### src/rtl/fe_pkg.sv
// Shared types and defaults for the front-end frame scheduler.
// Holds the scheduler state enum and default parameter values.
package fe_pkg;

   typedef enum logic [2:0] {
      ST_IDLE,
      ST_WAIT,
      ST_START,
      ST_RUN,
      ST_DONE
   } fe_state_t;

   localparam int FE_PEND_W_DEF = 3;
   localparam int FE_WDOG_DEF   = 65535;

endpackage

### src/rtl/fe_sched_wdog.sv
// Watchdog counter for the frame scheduler RUN state.
// Ports: clk, reset (async, active-low), clr, en, expire (LIMIT-th enabled cycle).
module fe_sched_wdog
   import fe_pkg::*;
#(
   parameter int LIMIT = FE_WDOG_DEF
) (
   input  logic clk,
   input  logic reset,
   input  logic clr,
   input  logic en,
   output logic expire
);

   localparam int CW = (LIMIT > 1) ? $clog2(LIMIT) : 1;
   localparam logic [CW-1:0] LAST = CW'(LIMIT - 1);

   logic [CW-1:0] cnt;

   always_ff @(posedge clk or negedge reset) begin
      if (!reset) begin
         cnt <= '0;
      end else if (clr) begin
         cnt <= '0;
      end else if (en && (cnt != LAST)) begin
         cnt <= cnt + 1'b1;
      end
   end

   // First enabled cycle sees cnt==0, so expire lands on enabled cycle LIMIT.
   assign expire = en && !clr && (cnt == LAST);

endmodule

### src/rtl/fe_sched.sv
// Frame scheduler: starts one feature-core frame per pending speech frame.
// Ports: clk, reset (async, active-low), run, frame_avail, max_frames, fefinish
//        -> fe_start, fe_ready, busy, done, overrun, wdog_err, pend_cnt, frame_cnt.
// Optional RUN watchdog built when FE_SCHED_WDOG_EN is defined.
module fe_sched
   import fe_pkg::*;
#(
   parameter int PEND_W      = FE_PEND_W_DEF,
   parameter int WDOG_CYCLES = FE_WDOG_DEF
) (
   input  logic              clk,
   input  logic              reset,
   input  logic              run,
   input  logic              frame_avail,
   input  logic [7:0]        max_frames,
   input  logic              fefinish,
   output logic              fe_start,
   output logic              fe_ready,
   output logic              busy,
   output logic              done,
   output logic              overrun,
   output logic              wdog_err,
   output logic [PEND_W:0]   pend_cnt,
   output logic [7:0]        frame_cnt
);

   localparam logic [PEND_W:0] PEND_MAX = {1'b1, {PEND_W{1'b0}}};

   fe_state_t state;
   fe_state_t state_nxt;

   logic wdog_exp;
   logic pend_full;
   logic pend_inc;
   logic pend_dec;
   logic run_fin;
   logic last_frame;

   assign pend_full  = (pend_cnt == PEND_MAX);
   assign pend_inc   = frame_avail && !pend_full;
   assign pend_dec   = (state == ST_START);
   // A watchdog expiry in the same cycle as fefinish abandons the frame.
   assign run_fin    = (state == ST_RUN) && fefinish && !wdog_exp;
   assign last_frame = (max_frames != 8'd0) &&
                       ((frame_cnt + 8'd1) == max_frames);

`ifdef FE_SCHED_WDOG_EN
   fe_sched_wdog #(
      .LIMIT (WDOG_CYCLES)
   ) u_wdog (
      .clk    (clk),
      .reset  (reset),
      .clr    (state != ST_RUN),
      .en     (state == ST_RUN),
      .expire (wdog_exp)
   );

   always_ff @(posedge clk or negedge reset) begin
      if (!reset) begin
         wdog_err <= 1'b0;
      end else if (wdog_exp) begin
         wdog_err <= 1'b1;
      end
   end
`else
   logic unused_wdog_cycles;

   assign unused_wdog_cycles = ^WDOG_CYCLES;
   assign wdog_exp           = 1'b0;
   assign wdog_err           = 1'b0;
`endif

   // State register
   always_ff @(posedge clk or negedge reset) begin
      if (!reset) begin
         state <= ST_IDLE;
      end else begin
         state <= state_nxt;
      end
   end

   // Next-state logic
   always_comb begin
      state_nxt = state;
      unique case (state)
         ST_IDLE: begin
            if (run) state_nxt = ST_WAIT;
         end
         ST_WAIT: begin
            if (!run) begin
               state_nxt = ST_IDLE;
            end else if (pend_cnt != '0) begin
               state_nxt = ST_START;
            end
         end
         ST_START: begin
            state_nxt = ST_RUN;
         end
         ST_RUN: begin
            if (wdog_exp) begin
               state_nxt = ST_IDLE;
            end else if (fefinish) begin
               state_nxt = last_frame ? ST_DONE : ST_WAIT;
            end
         end
         ST_DONE: begin
            state_nxt = ST_IDLE;
         end
         default: begin
            state_nxt = ST_IDLE;
         end
      endcase
   end

   // Outputs decoded from state; all low in IDLE, hence after reset.
   always_comb begin
      fe_start = (state == ST_START);
      fe_ready = (state == ST_START) || (state == ST_RUN);
      busy     = (state != ST_IDLE) && (state != ST_DONE);
      done     = (state == ST_DONE);
   end

   // Pending-frame counter; a frame arriving as one starts nets to zero.
   always_ff @(posedge clk or negedge reset) begin
      if (!reset) begin
         pend_cnt <= '0;
      end else begin
         unique case ({pend_inc, pend_dec})
            2'b10:   pend_cnt <= pend_cnt + 1'b1;
            2'b01:   pend_cnt <= pend_cnt - 1'b1;
            default: pend_cnt <= pend_cnt;
         endcase
      end
   end

   always_ff @(posedge clk or negedge reset) begin
      if (!reset) begin
         overrun <= 1'b0;
      end else if (frame_avail && pend_full) begin
         overrun <= 1'b1;
      end
   end

   // Completed-frame counter; wraps naturally at 8 bits.
   always_ff @(posedge clk or negedge reset) begin
      if (!reset) begin
         frame_cnt <= 8'd0;
      end else if ((state == ST_IDLE) && run) begin
         frame_cnt <= 8'd0;
      end else if (run_fin) begin
         frame_cnt <= frame_cnt + 8'd1;
      end
   end

endmodule
### config.mk
export PLATFORM = sky130hd
export DESIGN_NAME = fe_sched
export DESIGN_NICKNAME = d
export VERILOG_FILES = /design/src/rtl/fe_pkg.sv /design/src/rtl/fe_sched_wdog.sv /design/src/rtl/fe_sched.sv
export SDC_FILE = /design/constraint.sdc
export NUM_CORES = 1
export LEC_CHECK = 0
export CORE_UTILIZATION = 43
export DETAILED_ROUTE_END_ITERATION = 12
export HOLD_SLACK_MARGIN = 0.1
export PLACE_DENSITY = 0.86
export SYNTH_ARGS = -nofsm -noshare
export SYNTH_HDL_FRONTEND = slang
export SYNTH_SLANG_ARGS = --single-unit
### constraint.sdc
create_clock -name clk -period 2.1 [get_ports clk]
set_clock_uncertainty 0.05 [all_clocks]
set_input_delay 0.315 -clock clk [delete_from_list [all_inputs] [get_ports clk]]
set_output_delay 0.315 -clock clk [all_outputs]
set_load 0.005 [all_outputs]
# After elaboration in Yosys (flattened, before gate mapping)
# Cells that the tools add are included.
totals:
  regBits: 16
  input_bits: 13
  out_inout_bits: 18
  wordCells: 43
op_classes:
  n_addsub: 3
  eq_ne: 12
  mux: 9
  n_reduce_logical: 15
ops:
  columns: ["op", "count"]
  rows:
  - ["2-to-1 mux 8 bit", 2]
  - ["2-to-1 mux 3 bit", 5]
  - ["one-hot mux 3 bit (4 select lines)", 1]
  - ["adder 8 x 1 -> 8 bit, second input constant", 1]
  - ["== test 8 bit", 1]
  - ["one-hot mux 4 bit (2 select lines)", 1]
  - ["nonzero test 8 bit", 1]
  - ["== test 3 x 2 -> 1 bit, second input constant", 2]
  - ["logical AND 1 bit", 6]
  - ["!= test 3 bit, second input constant", 2]
  - ["adder 4 x 1 -> 4 bit, second input constant", 1]
  - ["== test 4 bit, second input constant", 1]
  - ["!= test 2 bit, second input constant", 2]
  - ["nonzero test 2 bit", 2]
  - ["nonzero test 4 bit", 1]
  - ["subtractor 4 x 1 -> 4 bit, second input constant", 1]
  - ["== test 3 x 1 -> 1 bit, second input constant", 1]
  - ["== test 3 bit, second input constant", 1]
  - ["logical NOT 3 bit", 1]
  - ["AND reduction 3 bit", 1]
  - ["nonzero test 3 bit", 1]
  - ["== test 2 x 1 -> 1 bit, second input constant", 1]
  - ["== test 2 bit, second input constant", 1]
  - ["logical NOT 1 bit", 1]
  - ["logical OR 1 bit", 1]

# Longest topological paths before layout
# Gate-level depths: netlist of run 1.
depth:
  depth_word: 6
  ltp_mapped: 10
  mapped_depth_nobuf: 10

# Least setup slack after synthesis of run 1
# No wires, ideal clock.
synth_path:
  path_type: "register to register"
  start: "register pend_cnt[0]"
  end: "register pend_cnt[3]"
  setup_time_ps: 127
  arrival_time_ps: 1896
  required_ps: 1923
  slack_ps: 27
  stages_incl_launch_ff: 11
  path_buffers: 0
  synth_period_minus_slack_ps: 2073
  cell_sequence: "dfrtp_1 > nor3_1 > nand2_1 > nand2_1 > ha_1 > ha_1 > a21o_1 > a21oi_1 > xnor2_1 > nor2_1 > xor2_1"
synth_between:
  elab_chain_cells: 5
  word_cells_on_any_way: 9
  classes_between: "add/sub (2); eq/ne (3); mux (1); reduce/logical (3)"
synth_lines:
  columns: ["item", "line_no", "text"]
  rows:
  - ["from (decl)", "fe_sched.sv:23", "output logic [PEND_W:0] pend_cnt,"]
  - ["from (signal assigned)", "fe_sched.sv:129", "2'b10: pend_cnt <= pend_cnt + 1'b1;"]
  - ["from (signal assigned)", "fe_sched.sv:130", "2'b01: pend_cnt <= pend_cnt - 1'b1;"]
  - ["from (signal assigned)", "fe_sched.sv:131", "default: pend_cnt <= pend_cnt;"]
  - ["== test 4 bit", "fe_sched.sv:39", "assign pend_full = (pend_cnt == PEND_MAX);"]
  - ["logical NOT 1 bit", "fe_sched.sv:40", "assign pend_inc = frame_avail && !pend_full;"]
  - ["logical AND 1 bit", "fe_sched.sv:40", null]
  - ["== test 2 x 1 -> 1 bit or == test 2 bit (tied branches)", "fe_sched.sv:128", "unique case ({pend_inc, pend_dec})"]
  - ["one-hot mux 4 bit (2 select lines) or nonzero test 2 bit (tied branches)", null, null]
# Several ways; a longest one is shown, not always the timed one.
# A chain may end at the register's enable or synchronous reset.

# Final worst setup path of run 1
# Same ends and word-level chain as after synthesis.

==> results.toml, run 1 <==
[route]
route.detailed.drc = 0
drtAntennaViolNets = 0
drt_wl_total_microns = 2960
route.vias.total = 1194
drtIter0Drc = 37
post_drt_via_cell_ratio = 5.80
wl_per_cell_microns = 14.4
firstDrtPassIters = 4

[clocking]
ctsHoldBuffers = 0
cts_max_level = 1
cts_tree = "done"
cts.sinks = 16
clk_latency_ps = 300
clockBufferDepth = 2
cts_root_buf = "clkbuf_4"
cts_inserted_buffers = 3
clk_pin_slew_worst_paths_ps = 90

[finish]
final_cell_mix = "clkdlybuf4s50_1, dfrtp_1, nand2_1"
nets = 196
final_util = 0.634
num-fill-cells = 213
syn_to_final_growth_pct = 37.1
final_common_cell = "clkdlybuf4s50_1"
drive_above_1_share = 0.142
diodes = 0

[floorplan]
dieArea_sq_um = 2900
core-area_sq_um = 2500
ios = 31
initial_core_util = 0.462
fp.dieH_microns = 53.9
die_w_microns = 53.9
row_count = 18

[power_and_ir_drop]
pwr-share-seq = 0.299
ir_drop_mv = 0.704
p_int_mw = 1.02
switching_power_uw = 667
finalPower_mw = 1.68
p_clk_frac = 0.100
p_comb_frac = 0.601
powerDensity_nw_per_um2 = 1060
p_leak_nw = 0.681
switching_share = 0.396

[global_route]
grt_overflow = 0
grt_usage = 0.237
antenna_found_initial = 0
grt_pass1_wl_microns = 4920
grt_pass1_vias = 1139
grt_max_degree = 17

[critical_path]
crit_type = "reg -> reg"
start_kind = "flip-flop"
cpPeakStageDelay_ps = 400
r2r_cells = 10
worst-endpoint-arrival_ps = 2140
r2r_setup_slack_ps = 90
r2r-end = "pend_cnt[3]"
cp_top_family = "simple AND/OR/NAND/NOR gates"
cpMaxStageDelayCell = "dfrtp_1"
rr_startpoint = "pend_cnt[0]"
required_ps = 2230
path_depth = 10
end_kind = "flip-flop"
cp.buffers_inverters = 0
crit_chain = "nor3_2 > nand2_1 > nand2_1 > ha_1 > ha_1 > a21o_1 > a21oi_2 > xnor2_1 > nor2_1 > xor2_1"
critPathMaxFanout = 2

[place]
gp_congestion = 0.923
io_buffers = 29
hpwlAfterDp_microns = 2180
place_ws_ps = -90.4

[yosys]
ys_ff_latch = 16
ys.flop_type = "dfrtp_1"
yosysWarningCount = 0
postSynthAreaPerCell_sq_um = 8.50
syn-instance-count = 136
syn_nets = 154
synthArstFlopShare = 1.00
syn-cell-area_sq_um = 1160
ys_seq_area_frac = 0.346
synth_cell_types = 44
synth_edf_count = 0

[sta]
hold_violations = 0
period_minus_slack_ps = 2010
rsz0062_at_grt = "true"
fin_ws_ps = 91.2
whs_ps = 285
slew_viol_final = 0
finalSetupViolCount = 0
timing.fmax_mhz = 498
min_period_over_period = 0.957

[run_status]
status = "completed"

[worst_hold_path]
worst_hold_path_type = "in -> async"

[flow_run]
drv_cap = 0
[kinds of logic after synthesis]
logic type,count (synthesis),share of synthesized area
and+or+nand+nor,56,0.253
AOI/OAI and AO/OA,35,0.208
DFF,16,0.346
buffers and inverters,12,0.0444
xor gates and xnor gates,10,0.0758
adders and majority gates,5,0.0606
other,1,0.00324
muxes,1,0.00866
[sequential cells by signal (all words and copies together) (netlist names)]
register / cells
overrun: 1
state: 3
pend_cnt: 4
frame_cnt: 8
[worst max-delay path by stage]
stage	slack, ps	endpoint	startpoint
after detailed placement	-90	pend_cnt[3]	frame_avail
after global placement	-40	pend_cnt[3]	frame_avail
after global routing	-20	pend_cnt[3]	pend_cnt[0]
after floorplan	30	pend_cnt[3]	pend_cnt[0]
final	90	pend_cnt[3]	pend_cnt[0]
after CTS	4	pend_cnt[3]	pend_cnt[1]
[Yosys cell counts, drive strengths merged, types with 2 or more instances]
cell type / instances / area, sq um
nand3b: 2 / 15.0
nor4: 2 / 12.5
ha: 4 / 50.1
and4: 3 / 26.3
inv: 9 / 33.8
nor2b: 3 / 18.8
a21oi: 6 / 30.0
xor2: 4 / 35.0
a31oi: 2 / 12.5
nor2: 13 / 48.8
nand2: 14 / 52.6
o21ai: 12 / 60.1
dfrtp: 16 / 400
and3: 3 / 20.0
a211o: 2 / 17.5
nand3: 6 / 35.0
nor3: 4 / 20.0
buf: 3 / 17.5
a22o: 2 / 17.5
o41ai: 2 / 17.5
xnor2: 6 / 52.6
[power by group through the flow]
stage / clock network (mW) / logic, mW / registers [mW]
6_report: 0.168 / 1.01 / 0.503
5_1_grt: 0.181 / 1.13 / 0.518
4_1_cts: 0.168 / 0.986 / 0.496
3_5_place_dp: 0 / 0.976 / 0.501
3_3_place_gp: 0 / 0.933 / 0.494
2_1_floorplan: 0 / 0.463 / 0.527
[metal layers]
metal	up-vias	track usage	routed length, microns
li1	574	-	-
met1	564	0.286	1250
met2	51	0.434	1470
met3	5	0.0282	194
met4	0	0.0658	37
met5	-	0	0
[what timing repair did]
item                                    CTS  global route
endpoints found under the setup margin    0             2
resized for setup                         0             4
buffers inserted                          0             1
[layout make-up]
cell class / instances / area, sq um / area share
tap: 30 / 37.5 / 0.0237
clock buffer: 3 / 22.5 / 0.0142
inverter: 9 / 33.8 / 0.0213
sequential: 16 / 400 / 0.253
timing repair buffer: 40 / 375 / 0.237
multi-input combinational: 108 / 716 / 0.451
[stage by stage]
stage	setup TNS [ps]	instance area [sq um]	cells
after global routing	-16.4	1590	206
final	0	1590	206
after CTS	0	1560	205
after detailed placement	-90.4	1540	202
after global placement	-35.1	1540	202
after floorplan	0	1160	136
(Power assumes the default switching activity.)
==> run 2, diff against run 1 <==
--- a/config.mk
+++ b/config.mk
@@ -5,10 +5,11 @@
 export SDC_FILE = /design/constraint.sdc
 export NUM_CORES = 1
 export LEC_CHECK = 0
+export ABC_AREA = 1
 export CORE_UTILIZATION = 43
 export DETAILED_ROUTE_END_ITERATION = 12
 export HOLD_SLACK_MARGIN = 0.1
-export PLACE_DENSITY = 0.86
+export PLACE_DENSITY = 0.75
 export SYNTH_ARGS = -nofsm -noshare
 export SYNTH_HDL_FRONTEND = slang
 export SYNTH_SLANG_ARGS = --single-unit
==> constraint.sdc (replaced) <==
create_clock -name clk -period 1.6 [get_ports clk]
set_clock_uncertainty 0.05 [all_clocks]
set_input_delay 0.24 -clock clk [delete_from_list [all_inputs] [get_ports clk]]
set_output_delay 0.24 -clock clk [all_outputs]
set_load 0.005 [all_outputs]
==> run 2 against run 1 <==
The run now ends with setup timing left; non-clock buffer count up 19; maximum frequency rose by 2.9%; cell count grew 26%; worst hold slack lost 73 ps; sequential cell count did not move; first-iteration DRC count is 16% lower; sequential share of layout area down 3.3 points; routed wire length grew 12%; power up 85%; via count grew 11%; sequential power up 49%; critical path type unchanged; largest power group unchanged; highest routed layer unchanged.
==> results.toml, run 2 <==
[clocking]
cts_tree = "done"
clk_latency_ps = 280
ctsHoldBuffers = 0
cts_inserted_buffers = 3
clk_pin_slew_worst_paths_ps = 100
cts.sinks = 16
clockBufferDepth = 2
cts_root_buf = "clkbuf_4"
cts_max_level = 1

[power_and_ir_drop]
finalPower_mw = 3.12
p_leak_nw = 0.886
ir_drop_mv = 1.35
powerDensity_nw_per_um2 = 1700

[global_route]
grt_usage = 0.245
grt_max_degree = 17
grt_overflow = 0
grt_pass1_wl_microns = 5100
grt_pass1_vias = 1251
antenna_found_initial = 0

[floorplan]
ios = 31
core-area_sq_um = 2480
initial_core_util = 0.459
row_count = 18
dieArea_sq_um = 2850
die_w_microns = 53.4
fp.dieH_microns = 53.4

[sta]
rsz0062_at_grt = "true"
timing.fmax_mhz = 512
finalSetupViolCount = 6
whs_ps = 213
min_period_over_period = 1.22
hold_violations = 0
setup_tns_ps = -689
fin_ws_ps = -352
period_minus_slack_ps = 1950
slew_viol_final = 0

[critical_path]
critPathMaxFanout = 3
worst-endpoint-arrival_ps = 2080
start_kind = "flip-flop"
required_ps = 1730
end_kind = "flip-flop"
crit_type = "reg -> reg"

[route]
drtAntennaViolNets = 0
route.detailed.drc = 0
firstDrtPassIters = 4
post_drt_via_cell_ratio = 5.10
drtIter0Drc = 31
wl_per_cell_microns = 12.7
route.vias.total = 1326
drt_wl_total_microns = 3310

[place]
io_buffers = 29
place_ws_ps = -491
hpwlAfterDp_microns = 2470
gp_congestion = 0.795

[finish]
nets = 249
largest_reg_flops = 8
final_cell_mix = "nand2_1, buf_4, nor2_1"
diodes = 0
drive_above_1_share = 0.278
syn_to_final_growth_pct = 61.5
regMostFlops = "frame_cnt"
reg_top3 = "frame_cnt x8, pend_cnt x4, state x3"
final_common_cell = "nand2_1"

[yosys]
synth_cell_types = 24
synth_top_area_cell = "dfrtp_1"
synth_mux_area_frac = 0
synth-simple-area-share = 0.393
synth_top_area_frac = 0.352
yosysMostFrequentCell = "nand2_1"
synth-compound-area-share = 0.0803
synth_edf_count = 0
synth.area.top_cells = "dfrtp_1, nand2_1, nor2_1"
synth_common_cells = "nand2_1, nor2_1, inv_1"
yosysWarningCount = 0
syn-instance-count = 168
syn-cell-area_sq_um = 1140
ys_ff_latch = 16
synth_top_family_by_area = "simple AND/OR/NAND/NOR gates"
synthArstFlopShare = 1.00
ys_seq_area_frac = 0.352
synth-adder-area-share = 0.0616
synth_xor_area_frac = 0.0308
postSynthAreaPerCell_sq_um = 6.77
ys.flop_type = "dfrtp_1"
syn_nets = 186

[worst_hold_path]
worst_hold_path_type = "in -> async"

[run_status]
violations = "setup timing"
status = "complete, but fails checks"

[flow_run]
drv_cap = 0
-- run 2: cell types whose count changed in the layout (fill, tap and decap cells not counted), moves of 5 or more --
cell,previous run,this run
nand2_1,14,47
buf_4,11,26
nand3_1,5,17
inv_1,7,18
nor2_1,12,23
o21ai_0,11,2
clkdlybuf4s50_1,28,21
o22ai_1,0,6
xnor2_1,6,1
-- run 2: what timing repair did --
| action | 4_1_cts | 5_1_grt |
|---|---|---|
| setup endpoints to repair | 8 | 24 |
| pin swaps | 4 | 3 |
| gates resized for setup | 17 | 25 |
| setup buffers | 1 | 3 |
-- run 2: logic make-up after synthesis --
| kind of cell | after synthesis |
|---|---|
| other cells | 1 |
| xor+xnor | 4 |
| flops | 16 |
| simple gates | 104 |
| compound gates | 15 |
| buf+inv | 23 |
| fa+ha+maj | 5 |
-- run 2: power breakdown --
group / internal (mW) / total, mW / switching (mW)
Clock: 0.0966 / 0.224 / 0.127
Combinational: 1.14 / 2.15 / 1.00
Sequential: 0.578 / 0.747 / 0.170
-- run 2: final cells by class --
cell class	count	area [sq um]
Clock buffer	4	26.3
Tap cell	30	37.5
Inverter	22	82.6
Timing Repair Buffer	59	526
Multi-Input combinational cell	129	761
Sequential cell	16	404
Fill cell	191	641
-- run 2: path summary, 6_finish.rpt --
| kind | from | endpoint | slack, ps | cells past startpoint |
|---|---|---|---|---|
| max | pend_cnt[3] | pend_cnt[3] | -350 | 13 |
| min | reset | frame_cnt[3] | 210 | 2 |
| max reg2reg | pend_cnt[3] | pend_cnt[3] | -350 | 13 |
| min reg2reg | overrun | overrun | 440 | 1 |
| max in group asynchronous | reset | frame_cnt[4] | 1080 | 2 |
| min in group clk | overrun | overrun | 440 | 1 |
-- run 2: worst max-delay path: stages (launching register included) --
cell and delay, ps:
dfrtp_1 410, inv_2 70, nor2_2 40, nand2_1 80
nand2_2 80, ha_4 180, ha_1 280, nand2_1 60
nor2_1 40, a211oi_2 170, nor2_1 60, nor2_1 110
nand2_1 80, xor2_1 140
-- run 2: routing by layer --
layer / share of wire / track usage / vias up
met5: 0 / 0 / -
met4: 0.011 / 0.105 / 0
met3: 0.045 / 0.0345 / 4
met2: 0.53 / 0.444 / 42
met1: 0.42 / 0.281 / 618
li1: - / - / 662
-- run 2: stage by stage --
step                instance area (sq um)  cells   util
floorplan                            1160    168      -
global placement                     1680    252  0.678
detailed placement                   1680    252  0.678
CTS                                  1750    257  0.707
global route                         1840    260  0.741
finish                               1840    260  0.741
==> run 3, diff against run 2 <==
--- a/config.mk
+++ b/config.mk
@@ -9,7 +9,7 @@
 export CORE_UTILIZATION = 43
 export DETAILED_ROUTE_END_ITERATION = 12
 export HOLD_SLACK_MARGIN = 0.1
-export PLACE_DENSITY = 0.75
+export PLACE_DENSITY = 0.76
 export SYNTH_ARGS = -nofsm -noshare
 export SYNTH_HDL_FRONTEND = slang
 export SYNTH_SLANG_ARGS = --single-unit
==> run 3 against run 2 <==
The flow still finishes with violations (setup timing); core utilization increased by 3.1 points; sequential cell count unchanged; clock power rose by 23%; via count increased by 2.9%; worst hold slack gained 1.1 ps; combinational power increased by 3%; sequential share of layout area shrank 0.81 points; sequential power grew 2%; routed wire length grew 6.5%; critical endpoint is now pend_cnt[2]; highest routed layer unchanged.
==> results.toml, run 3 (synthesized netlist as in run 2, its figures left out) <==
[critical_path]
rr_startpoint = "pend_cnt[3]"
r2r_cells = 11
r2r-end = "pend_cnt[2]"
worst-endpoint-arrival_ps = 2150
r2r_setup_slack_ps = -400
cp-startpoint = "pend_cnt[3]"
crit_type = "reg -> reg"
start_kind = "flip-flop"
critPathMaxFanout = 3
endpoint = "pend_cnt[2]"
required_ps = 1750
end_kind = "flip-flop"

[finish]
largest_reg_flops = 8
final_cell_mix = "nand2_1, buf_4, nor2_1, clkdlybuf4s50_1, inv_1"
diodes = 0
final_common_cell = "nand2_1"
final_util = 0.772
nets = 252
regMostFlops = "frame_cnt"
reg_top3 = "frame_cnt x8, pend_cnt x4, state x3"
multi_input_area_sq_um = 798
num-fill-cells = 194
seq_area_sq_um = 405
drive_above_1_share = 0.330
syn_to_final_growth_pct = 68.2

[global_route]
antenna_found_initial = 0
grt_pass1_wl_microns = 5160
grt_overflow = 0
grt_max_degree = 17
grt_usage = 0.250
grt_pass1_vias = 1298

[floorplan]
initial_core_util = 0.459
ios = 31
core-area_sq_um = 2480
fp.dieH_microns = 53.4
die_w_microns = 53.4
row_count = 18
dieArea_sq_um = 2850

[clocking]
clk_pin_slew_worst_paths_ps = 100
cts_root_buf = "clkbuf_4"
clockBufferDepth = 2
cts_tree = "done"
clk_latency_ps = 280
cts_max_level = 1
ctsHoldBuffers = 0
cts_inserted_buffers = 3
cts.sinks = 16

[run_status]
status = "complete, but fails checks"
violations = "setup timing"

[power_and_ir_drop]
p_clk_frac = 0.084
powerDensity_nw_per_um2 = 1700
finalPower_mw = 3.25
pwr-share-seq = 0.233
switching_share = 0.416
p_leak_nw = 0.933
switching_power_mw = 1.36
p_int_mw = 1.90
p_comb_frac = 0.682
ir_drop_mv = 1.46

[sta]
min_period_over_period = 1.25
fin_ws_ps = -397
timing.fmax_mhz = 501
slew_viol_final = 0
period_minus_slack_ps = 2000
finalSetupViolCount = 4
hold_violations = 0
rsz0062_at_grt = "true"

[route]
wl_per_cell_microns = 13.4
drtIter0Drc = 16
drt_wl_total_microns = 3530
drtAntennaViolNets = 0
route.detailed.drc = 0
post_drt_via_cell_ratio = 5.19
firstDrtPassIters = 4
route.vias.total = 1364

[place]
hpwlAfterDp_microns = 2530
io_buffers = 29
gp_congestion = 0.798

[worst_hold_path]
worst_hold_path_type = "in -> async"

[flow_run]
drv_cap = 0
==> run 3: worst max-delay path, cell delays in order, from the launching register on <==
cell and delay [ps]:
dfrtp_1 390, inv_2 60, nor2_4 120, nand2_2 70
nand2_2 80, ha_4 170, buf_4 110, buf_4 100
inv_4 30, fa_1 380, xor2_1 160, o21ai_1 170
==> run 3: metal layers <==
layer | global-route usage | vias to the layer above | part of all wire
met4 | 0.127 | 0 | 0.010
met5 | 0 | - | 0
met2 | 0.448 | 41 | 0.53
met3 | 0.0402 | 6 | 0.042
li1 | - | 673 | -
met1 | 0.278 | 644 | 0.42
==> run 3: final cells by class <==
class / count / share of cell area
inverter: 22 / 0.0458
sequential: 16 / 0.212
clock buffer: 4 / 0.0190
multi-input combinational: 129 / 0.417
tap: 30 / 0.0196
timing repair buffer: 62 / 0.286
==> run 3: repair_timing <==
item | CTS | global route
buffers inserted | 3 | 5
pin swaps | 5 | 21
setup endpoints to repair | 11 | 23
resized for setup | 14 | 43
==> run 3: worst min-delay path by stage <==
stage / startpoint / slack [ps] / end
after floorplan: reset / -110 / frame_cnt[0]
after global placement: overrun / 410 / overrun
after detailed placement: overrun / 410 / overrun
after CTS: reset / 210 / pend_cnt[2]
after global routing: reset / 230 / frame_cnt[5]
final: reset / 210 / frame_cnt[6]
==> run 3: power by group through the flow <==
stage	logic [mW]	registers, mW	clock network (mW)
detailed placement	1.83	0.712	0
floorplan	0.842	0.761	0
finish	2.22	0.759	0.275
global route	2.43	0.781	0.294
CTS	1.89	0.716	0.279
global placement	1.76	0.700	0
==> run 3: per-stage QoR <==
step | TNS [ps] | instances | hold slack [ps] | cell area (sq um) | setup WS (ps)
3_5_place_dp | -1190 | 251 | 408 | 1670 | -513
3_3_place_gp | -892 | 251 | 410 | 1670 | -403
5_1_grt | -1670 | 263 | 226 | 1910 | -528
6_report | -1110 | 263 | 214 | 1910 | -397
2_1_floorplan | -544 | 168 | -106 | 1160 | -286
4_1_cts | -943 | 258 | 210 | 1750 | -373
